$ cat src/rtl/adbus_pkg.sv
// Shared types and the round-robin selection rule for the AD bus arbiter.
// rr_pick works on a widest-case request vector so any NREQ up to 8 can reuse it.
package adbus_pkg;

  typedef enum logic [1:0] {
    IDLE = 2'd0,
    XFER = 2'd1,
    TURN = 2'd2
  } state_t;

  localparam int NREQ_MAX  = 8;
  localparam int IDX_MAX_W = 3;

  typedef struct packed {
    logic                 found;
    logic [IDX_MAX_W-1:0] idx;
  } pick_t;

  // First requester at or after ptr, wrapping within the nreq live requesters.
  function automatic pick_t rr_pick(input logic [NREQ_MAX-1:0]  req,
                                    input logic [IDX_MAX_W-1:0] ptr,
                                    input int                   nreq);
    pick_t res;
    int    k;
    res = '0;
    for (int i = 0; i < NREQ_MAX; i++) begin
      if (i < nreq) begin
        k = (int'(ptr) + i) % nreq;
        if (!res.found && req[k]) begin
          res.found = 1'b1;
          res.idx   = IDX_MAX_W'(k);
        end
      end
    end
    return res;
  endfunction

endpackage

$ cat src/rtl/adbus_rr_pick.sv
// Combinational round-robin priority encoder: returns the first active request
// at or after ptr, plus a valid flag when any request is present.
module adbus_rr_pick
  import adbus_pkg::*;
#(
  parameter int NREQ = 4,
  parameter int IDW  = $clog2(NREQ)
) (
  input  logic [NREQ-1:0] req,
  input  logic [IDW-1:0]  ptr,
  output logic [IDW-1:0]  idx,
  output logic            valid
);

  pick_t                pick;
  logic [NREQ_MAX-1:0]  req_ext;
  logic [IDX_MAX_W-1:0] ptr_ext;

  assign req_ext = NREQ_MAX'(req);
  assign ptr_ext = IDX_MAX_W'(ptr);

  always_comb begin
    pick = rr_pick(req_ext, ptr_ext, NREQ);
  end

  assign idx   = IDW'(pick.idx);
  assign valid = pick.found;

endmodule

$ cat src/rtl/adbus_arbiter.sv
// Round-robin owner of the shared AD pad bus: grants bursts, limits beats,
// registers pad drive/capture and enforces idle turnaround after writes.
module adbus_arbiter
  import adbus_pkg::*;
#(
  parameter int NREQ       = 4,
  parameter int DW         = 32,
  parameter int TURNAROUND = 1,
  parameter int MAX_BURST  = 16
) (
  input  logic                     Clk,
  input  logic                     Reset,
  input  logic [NREQ-1:0]          Req,
  input  logic [NREQ-1:0]          Dir,
  input  logic [NREQ*DW-1:0]       WData,
  input  logic [DW-1:0]            ADIn,
  output logic [NREQ-1:0]          Gnt,
  output logic [NREQ-1:0]          Ack,
  output logic [DW-1:0]            ADOut,
  output logic                     DriveEn,
  output logic [DW-1:0]            RData,
  output logic                     RValid,
  output logic [$clog2(NREQ)-1:0]  RId,
  output logic                     Busy
);

  localparam int IDW = $clog2(NREQ);
  localparam int CW  = $clog2(MAX_BURST + 1);

  state_t          state, state_n;
  logic [NREQ-1:0] gnt_q, gnt_n;
  logic [IDW-1:0]  owner_q, owner_n;
  logic [IDW-1:0]  ptr_q, ptr_n;
  logic            dir_q, dir_n;
  logic [CW-1:0]   cnt_q, cnt_n;
  logic [1:0]      tcnt_q, tcnt_n;
  logic [IDW-1:0]  pick_idx;
  logic            pick_valid;
  logic            beat;

  adbus_rr_pick #(
    .NREQ (NREQ),
    .IDW  (IDW)
  ) u_pick (
    .req   (Req),
    .ptr   (ptr_q),
    .idx   (pick_idx),
    .valid (pick_valid)
  );

  assign Ack  = (state == XFER) ? (gnt_q & Req) : '0;
  assign beat = |Ack;
  assign Gnt  = gnt_q;
  assign Busy = (state != IDLE);

  always_ff @(posedge Clk) begin
    if (!Reset) begin
      state   <= IDLE;
      gnt_q   <= '0;
      owner_q <= '0;
      ptr_q   <= '0;
      dir_q   <= 1'b0;
      cnt_q   <= '0;
      tcnt_q  <= '0;
    end else begin
      state   <= state_n;
      gnt_q   <= gnt_n;
      owner_q <= owner_n;
      ptr_q   <= ptr_n;
      dir_q   <= dir_n;
      cnt_q   <= cnt_n;
      tcnt_q  <= tcnt_n;
    end
  end

  // A burst ends on the owner's first idle cycle or on its last permitted beat.
  always_comb begin
    state_n = state;
    gnt_n   = gnt_q;
    owner_n = owner_q;
    ptr_n   = ptr_q;
    dir_n   = dir_q;
    cnt_n   = cnt_q;
    tcnt_n  = tcnt_q;
    case (state)
      IDLE: begin
        if (pick_valid) begin
          state_n = XFER;
          gnt_n   = NREQ'(1) << pick_idx;
          owner_n = pick_idx;
          dir_n   = Dir[pick_idx];
          cnt_n   = '0;
        end
      end
      XFER: begin
        if (!beat || (cnt_q == CW'(MAX_BURST - 1))) begin
          gnt_n   = '0;
          cnt_n   = '0;
          tcnt_n  = '0;
          ptr_n   = (owner_q == IDW'(NREQ - 1)) ? '0 : owner_q + IDW'(1);
          state_n = (dir_q && (TURNAROUND > 0)) ? TURN : IDLE;
        end else begin
          cnt_n = cnt_q + CW'(1);
        end
      end
      TURN: begin
        if (tcnt_q == 2'(TURNAROUND)) begin
          state_n = IDLE;
        end else begin
          tcnt_n = tcnt_q + 2'd1;
        end
      end
      default: begin
        state_n = IDLE;
      end
    endcase
  end

  // ADOut keeps its last driven value so the pad sees no glitch when DriveEn drops.
  always_ff @(posedge Clk) begin
    if (!Reset) begin
      ADOut   <= '0;
      DriveEn <= 1'b0;
      RData   <= '0;
      RValid  <= 1'b0;
      RId     <= '0;
    end else begin
      if (beat && dir_q) begin
        ADOut   <= WData[int'(owner_q)*DW +: DW];
        DriveEn <= 1'b1;
      end else begin
        DriveEn <= 1'b0;
      end
      if (beat && !dir_q) begin
        RData  <= ADIn;
        RValid <= 1'b1;
        RId    <= owner_q;
      end else begin
        RValid <= 1'b0;
      end
    end
  end

endmodule

$ cat config.mk
export PLATFORM = sky130hd
export DESIGN_NAME = adbus_arbiter
export DESIGN_NICKNAME = d
export VERILOG_FILES = /design/src/rtl/adbus_pkg.sv /design/src/rtl/adbus_rr_pick.sv /design/src/rtl/adbus_arbiter.sv
export SDC_FILE = /design/constraint.sdc
export NUM_CORES = 1
export LEC_CHECK = 0
export CELL_PAD_IN_SITES_DETAIL_PLACEMENT = 1
export CELL_PAD_IN_SITES_GLOBAL_PLACEMENT = 1
export CORE_MARGIN = 1.5
export CORE_UTILIZATION = 25
export CTS_CLUSTER_DIAMETER = 150
export CTS_CLUSTER_SIZE = 16
export DETAILED_ROUTE_END_ITERATION = 16
export PLACE_DENSITY = 0.78
export SYNTH_ARGS = -nofsm -noshare
export SYNTH_HDL_FRONTEND = slang
export SYNTH_HIERARCHICAL = 1
export SYNTH_SLANG_ARGS = --single-unit
$ cat constraint.sdc
create_clock -name Clk -period 2 [get_ports Clk]
set_input_delay 0.3 -clock Clk [delete_from_list [all_inputs] [get_ports Clk]]
set_output_delay 0.3 -clock Clk [all_outputs]
set_load 0.02 [all_outputs]
; Word level (Yosys, flattened, before mapping)
; Index checks and enable logic that the tools add are counted.
; W data, S select, Z words.
[op_classes]
n_addsub = 6
n_lt_le_gt_ge = 5
n_eq_ne = 9
shifts = 2
n_mux = 35
bitwise_logic = 4
reduce_logical = 25
[op_table]
columns = operator, n
row1 = $shiftx A128 B8 Y32, 1
row2 = $mux W4, 7
row3 = $lt A3 B5 Y1 const B, 3
row4 = $mux W2, 7
row5 = $mux W1, 10
row6 = $mux W5, 2
row7 = $pmux W5 S2, 1
row8 = $bmux W1 S3, 3
row9 = $reduce_and A3 Y1, 3
row10 = $pmux W4 S2, 1
row11 = $add A2 B1 Y2 const B, 3
row12 = $pmux W2 S3, 1
row13 = $reduce_and A2 Y1, 3
row14 = $reduce_bool A2 Y1, 3
row15 = $reduce_or A2 Y1, 3
row16 = $add A5 B1 Y5 const B, 1
row17 = $eq A5 B4 Y1 const B, 1
row18 = $logic_and A1 B1 Y1, 5
row19 = $logic_not A1 Y1, 5
row20 = $add A2 B2 Y2 const B, 2
row21 = $and A4 B4 Y4, 1
row22 = $bmux W1 S2, 2
row23 = $eq A2 B1 Y1 const B, 2
row24 = $eq A2 B2 Y1 const B, 2
row25 = 10 further kinds, 14
[word_totals]
ff_bits = 86
out_inout_bits = 77

; Depth between registers and ports, before layout
; Gate-level depths: netlist of the first run.
[depth]
depth_word = 17
mapped_depth = 8
ltp_nobuf = 6

; By module
; The synthesis of the first run kept the hierarchy.
[modules_own_cells]
columns = mod, n_inst, cells_each, area_per_inst_um2, seq_area_each_um2
row1 = adbus_arbiter, 1, 402, 4230.3, 1721.7
row2 = adbus_rr_pick, 1, 15, 77.6, 0.0

; Least setup slack after synthesis of the first run
; OpenSTA, ideal clock, no wires.
[synth_path]
kind = flip-flop to flip-flop
startpoint = register ptr_q[0]
endpoint = register dir_q
setup_time_ns = 0.115
t_arrival_ns = 1.765
required_time_ns = 1.885
path_slack_ns = 0.120
stages_incl_launch_ff = 7
n_path_buf = 0
path_cell_list = dfxtp_1 > inv_2 > a221o_1 > a21oi_1 > mux4_2 > a21oi_1 > nor2b_1
[synth_between]
elab_chain_len = 16
[synth_lines]
columns = item, line_no
row1 = "start, declared", adbus_arbiter.sv:33  ; logic [IDW-1:0] ptr_q, ptr_n;
row2 = "start signal, assigned", adbus_arbiter.sv:69  ; ptr_q <= ptr_n;
row3 = $add A2 B1 Y2, adbus_pkg.sv:28  ; k = (int'(ptr) + i) % nreq;
row4 = $reduce_or A2 Y1 (no source line), -
row5 = $and A1 B1 Y1 (no source line), -
row6 = $bmux W1 S3, adbus_pkg.sv:29  ; if (!res.found && req[k]) begin
row7 = $mux W1 (not written as such) (2 in series), adbus_pkg.sv:29
row8 = $logic_and A1 B1 Y1, adbus_pkg.sv:29
row9 = $mux W4, adbus_pkg.sv:29
row10 = $logic_not A1 Y1, adbus_pkg.sv:29
row11 = $logic_and A1 B1 Y1, adbus_pkg.sv:29
row12 = $mux W4, adbus_pkg.sv:29
row13 = $logic_not A1 Y1, adbus_pkg.sv:29
row14 = $logic_and A1 B1 Y1, adbus_pkg.sv:29
row15 = $mux W4 *, adbus_pkg.sv:29
row16 = via pick_idx[0], adbus_arbiter.sv:37  ; logic [IDW-1:0] pick_idx;
row17 = $bmux W1 S2 *, adbus_arbiter.sv:91  ; dir_n = Dir[pick_idx];
row18 = $mux W1 (not written as such) *, adbus_arbiter.sv:91
row19 = "end signal, assigned", adbus_arbiter.sv:70  ; dir_q <= dir_n;
row20 = "end, declared", adbus_arbiter.sv:34  ; logic dir_q, dir_n;
; The timed path passes the listed nets; every way through them passes the cells marked *. The select of a mux whose other input is x is not followed.
; A chain may end at the register's enable or synchronous reset.

; Final worst setup path of the first run
[layout_path]
startpoint = input port Req[1]
endpoint = register dir_q
[layout_between]
elab_chain_len = 14
[layout_lines]
columns = item, line_no
row1 = "start, declared", adbus_arbiter.sv:13  ; input logic [NREQ-1:0] Req,
row2 = $bmux W1 S2, adbus_pkg.sv:29
row3 = $mux W1 (not written as such), adbus_pkg.sv:29
row4 = $mux W4, adbus_pkg.sv:29
row5 = $logic_not A1 Y1, adbus_pkg.sv:29
row6 = $logic_and A1 B1 Y1, adbus_pkg.sv:29
row7 = $mux W4, adbus_pkg.sv:29
row8 = $logic_not A1 Y1, adbus_pkg.sv:29
row9 = $logic_and A1 B1 Y1, adbus_pkg.sv:29
row10 = $mux W4, adbus_pkg.sv:29
row11 = $logic_not A1 Y1, adbus_pkg.sv:29
row12 = $logic_and A1 B1 Y1, adbus_pkg.sv:29
row13 = $mux W4 *, adbus_pkg.sv:29
row14 = via pick_idx[0], adbus_arbiter.sv:37
row15 = $bmux W1 S2 *, adbus_arbiter.sv:91
row16 = $mux W1 (not written as such) *, adbus_arbiter.sv:91
; Marks and branches as above.

==> impl_metrics.tcl, run 1 <==
set metrics [dict create \
    cts_buffers 9 \
    remaining_drc_errors 0 \
    yosys.area.top_type "dfxtp_1" \
    start_util 0.258 \
    max_stage_delay_ns 0.52 \
    slew_violations 0 \
    drtPass1Iterations 4 \
    hold_path_depth 2 \
    pwr_density_cell_nw_per_um2 605 \
    cts_tree "done" \
    die_x_um 134 \
    worst-r2r-setup-slack_ns 0.20 \
    cp_max_fo 2 \
    place_area_um2 7080 \
    grt_overflow 0 \
    hold_viol 0 \
    syn-num-nets 591 \
    clock_latency_ns 0.34 \
    crit_cells 7 \
    routabilityCongestion 0.769 \
    tightest_slew_ns 0.462 \
    hp-class "in2reg" \
    yosys_warnings 6 \
    vias 4102 \
    hold_buffers 0 \
    routed_via_density 4.59 \
    combPwrFrac 0.244 \
    syn_area_um2 4310 \
    critical_path.slowest_cell "mux4_2" \
    power.internal_uw 3350 \
    detail-route-antenna-nets 0 \
    ctsHtreeMaxLevel 3 \
    synth_area_leaders "dfxtp_1, mux4_2, mux2i_1" \
    synth-edff-count 0 \
    worstPathRequired_ns 2.22 \
    power_frac_clock 0.346 \
    rsz0062_at_grt "no" \
    multiInputGateArea_um2 2360 \
    min_from "Reset" \
    totalWireLength_mm 15.1 \
    max_freq_ghz 0.527 \
    synth_cell_type_count 43 \
    synth-main-ff-cell "dfxtp_1" \
    period_minus_slack_ns 1.90 \
    whs_ns 0.381 \
    ir_drop_mv 0.389 \
    portBuffers 246 \
    num_io_pins 247 \
    grt_usage 0.169 \
    clock_sinks 86 \
    status "finished, final reports clean" \
    pwr-share-seq 0.409 \
    cts_root_buffer "clkbuf_16" \
    regArea_um2 1720 \
    syn_inst 417 \
    clockBufferDepth 2 \
    path_buf_inv 2 \
    switching_share 0.247 \
    p_leak_uw 0.00250 \
    async_reset_ff_frac 0 \
    wl_per_cell_um 16.9 \
    grt_pass1_wl_mm 23.6 \
    cp-start-kind "input port" \
    syn_to_final_growth_pct 70.6 \
    setup_viol 0 \
    dieArea_um2 18000 \
    num_rows 47 \
    final_layout_size_suffix_gt1_frac 0.122 \
    rr_startpoint "ptr_q[0]$_SDFFE_PN0P_" \
    hpwl_mm 12.4 \
    crit_type "in2reg" \
    path_delay_family "compound AO/OA/AOI/OAI gates" \
    reg2reg_to "dir_q$_SDFFE_PN0P_" \
    rr_worst_depth 6 \
    min_period_over_period 0.949 \
    ys_seq_area_frac 0.400 \
    antenna_found_initial 2 \
    grt_pass1_vias 4571 \
    fin_skew_ns 0.00840 \
    synth_seq_cells 86 \
    p_switching_uw 1100 \
    dp_slack_ns -0.315 \
    setup_ws_ns 0.103 \
    path_cells "clkdlybuf4s50_1, inv_1, a221o_1, a21oi_2, mux4_2, a21oi_1, nor2b_1" \
    fillers 1866 \
    slew_headroom 0.692 \
    cts_setup_buffers 0 \
    end_kind "register" \
    fp.coreArea_um2 16700 \
    post-synth-top-area-fraction 0.400 \
    cts.clk_slew.worst_paths_ns 0.06 \
    fin_setup_tns_ns 0 \
    die_h_um 134 \
    grt_max_degree 34 \
    fin_area_um2 7350 \
    maxCapViolations 0 \
    power_uw 4450 \
    final_nets 841 \
    min_to "cnt_q[4]$_SDFFE_PN0P_" \
    synth_area_per_cell_um2 10.3 \
    worstPathArrival_ns 2.12 \
    drtIter0Drc 85 \
]
## state kept, by name, indices dropped and copies added, names as in the netlist
signal / flops
ADOut: 32
DriveEn: 1
Gnt: 4
RData: 32
RId: 2
RValid: 1
cnt_q: 5
dir_q: 1
owner_q: 2
ptr_q: 2
state: 2
tcnt_q: 2
## layout by cell type (no fill, tap or decap), types with 4 or more instances in the layout
| cell | n |
|---|---|
| clkdlybuf4s50_1 | 241 |
| dfxtp_1 | 84 |
| nand2_1 | 83 |
| mux2i_1 | 38 |
| mux4_2 | 33 |
| nor2_1 | 32 |
| a21boi_0 | 30 |
| nor2b_1 | 22 |
| buf_4 | 17 |
| clkbuf_16 | 9 |
| inv_1 | 8 |
| nand3_1 | 5 |
| a21oi_1 | 5 |
| buf_12 | 5 |
| o21ai_0 | 4 |
| a21boi_1 | 4 |
| ha_1 | 4 |
| dlygate4sd2_1 | 4 |
## worst register-to-register path: cells and delay by family, from the launching register on
kind | cells | cell delay [ns]
muxes | 1 | 0.52
buffers and inverters | 1 | 0.05
DFF | 1 | 0.38
AOI/OAI and AO/OA | 3 | 0.69
and+or+nand+nor | 1 | 0.06
## power groups by stage
stage | Combinational, uW | Sequential, uW | Clock (uW)
global route | 1160 | 1830 | 1670
CTS | 1100 | 1820 | 1600
finish | 1090 | 1820 | 1540
global placement | 1070 | 1850 | 0
detailed placement | 1100 | 1860 | 0
floorplan | 499 | 1890 | 0
## per-layer routing
layer / routed length (um) / track usage
met5: 0 / 0
met4: 376 / 0.0741
met3: 1260 / 0.0556
met2: 7740 / 0.307
met1: 5740 / 0.179
## cell usage after synthesis (all sizes together), types with 2 or more instances
library cell,number
nand2b,4
a21oi,6
nor2,33
nand3,5
a211oi,3
mux4,33
buf,17
a21boi,34
clkbuf,12
mux2i,38
o22ai,3
nand2,83
nor2b,22
dfxtp,86
a22oi,3
o21ai,4
and2,3
or2,2
ha,4
nor3b,3
inv,9
## cell families after synthesis
family	Yosys count	share of synthesized area
AOI/OAI and AO/OA	59	0.107
buffers and inverters	38	0.0543
and+or+nand+nor	159	0.167
muxes	71	0.261
adders and majority gates	4	0.0116
DFF	86	0.400
## worst max path at each step
stage	startpoint	endpoint
finish	Req[1]	dir_q$_SDFFE_PN0P_
global route	cnt_q[0]$_SDFFE_PN0P_	Gnt[3]$_SDFFE_PN0P_
CTS	Req[1]	dir_q$_SDFFE_PN0P_
detailed placement	Req[1]	dir_q$_SDFFE_PN0P_
global placement	Req[1]	dir_q$_SDFFE_PN0P_
floorplan	ptr_q[0]$_SDFFE_PN0P_	dir_q$_SDFFE_PN0P_
## layout make-up
class | count | share of cell area
Tap cell | 220 | 0.0374
Clock inverter | 1 | 0.000681
Sequential cell | 86 | 0.235
Multi-Input combinational cell | 293 | 0.322
Inverter | 9 | 0.00460
Timing Repair Buffer | 268 | 0.365
Clock buffer | 14 | 0.0359
Antenna cell | 2 | 0.000681
## stage by stage
step	util	cells
after floorplan	-	417
after global placement	0.424	876
after detailed placement	0.424	876
after CTS	0.440	891
after global routing	0.440	893
final	0.440	893
## what timing repair did
action	in CTS	in global routing
pin swaps	0	1
endpoints found under the setup margin	4	3
resized for setup	5	1
No activity file was read; power rests on OpenSTA's default activity.
==> run 2, diff against run 1 <==
--- a/config.mk
+++ b/config.mk
@@ -12,6 +12,7 @@
 export CTS_CLUSTER_DIAMETER = 150
 export CTS_CLUSTER_SIZE = 16
 export DETAILED_ROUTE_END_ITERATION = 16
+export HOLD_SLACK_MARGIN = 0.02
 export PLACE_DENSITY = 0.78
 export SYNTH_ARGS = -nofsm -noshare
 export SYNTH_HDL_FRONTEND = slang
==> results of run 2 <==
The final DEF is identical to that of run 1; final timing and power are the same.
==> run 3, diff against run 2 <==
--- a/config.mk
+++ b/config.mk
@@ -10,7 +10,7 @@
 export CORE_MARGIN = 1.5
 export CORE_UTILIZATION = 25
 export CTS_CLUSTER_DIAMETER = 150
-export CTS_CLUSTER_SIZE = 16
+export CTS_CLUSTER_SIZE = 40
 export DETAILED_ROUTE_END_ITERATION = 16
 export HOLD_SLACK_MARGIN = 0.02
 export PLACE_DENSITY = 0.78
==> results of run 3 <==
The final DEF is identical to that of run 1; final timing and power are the same.
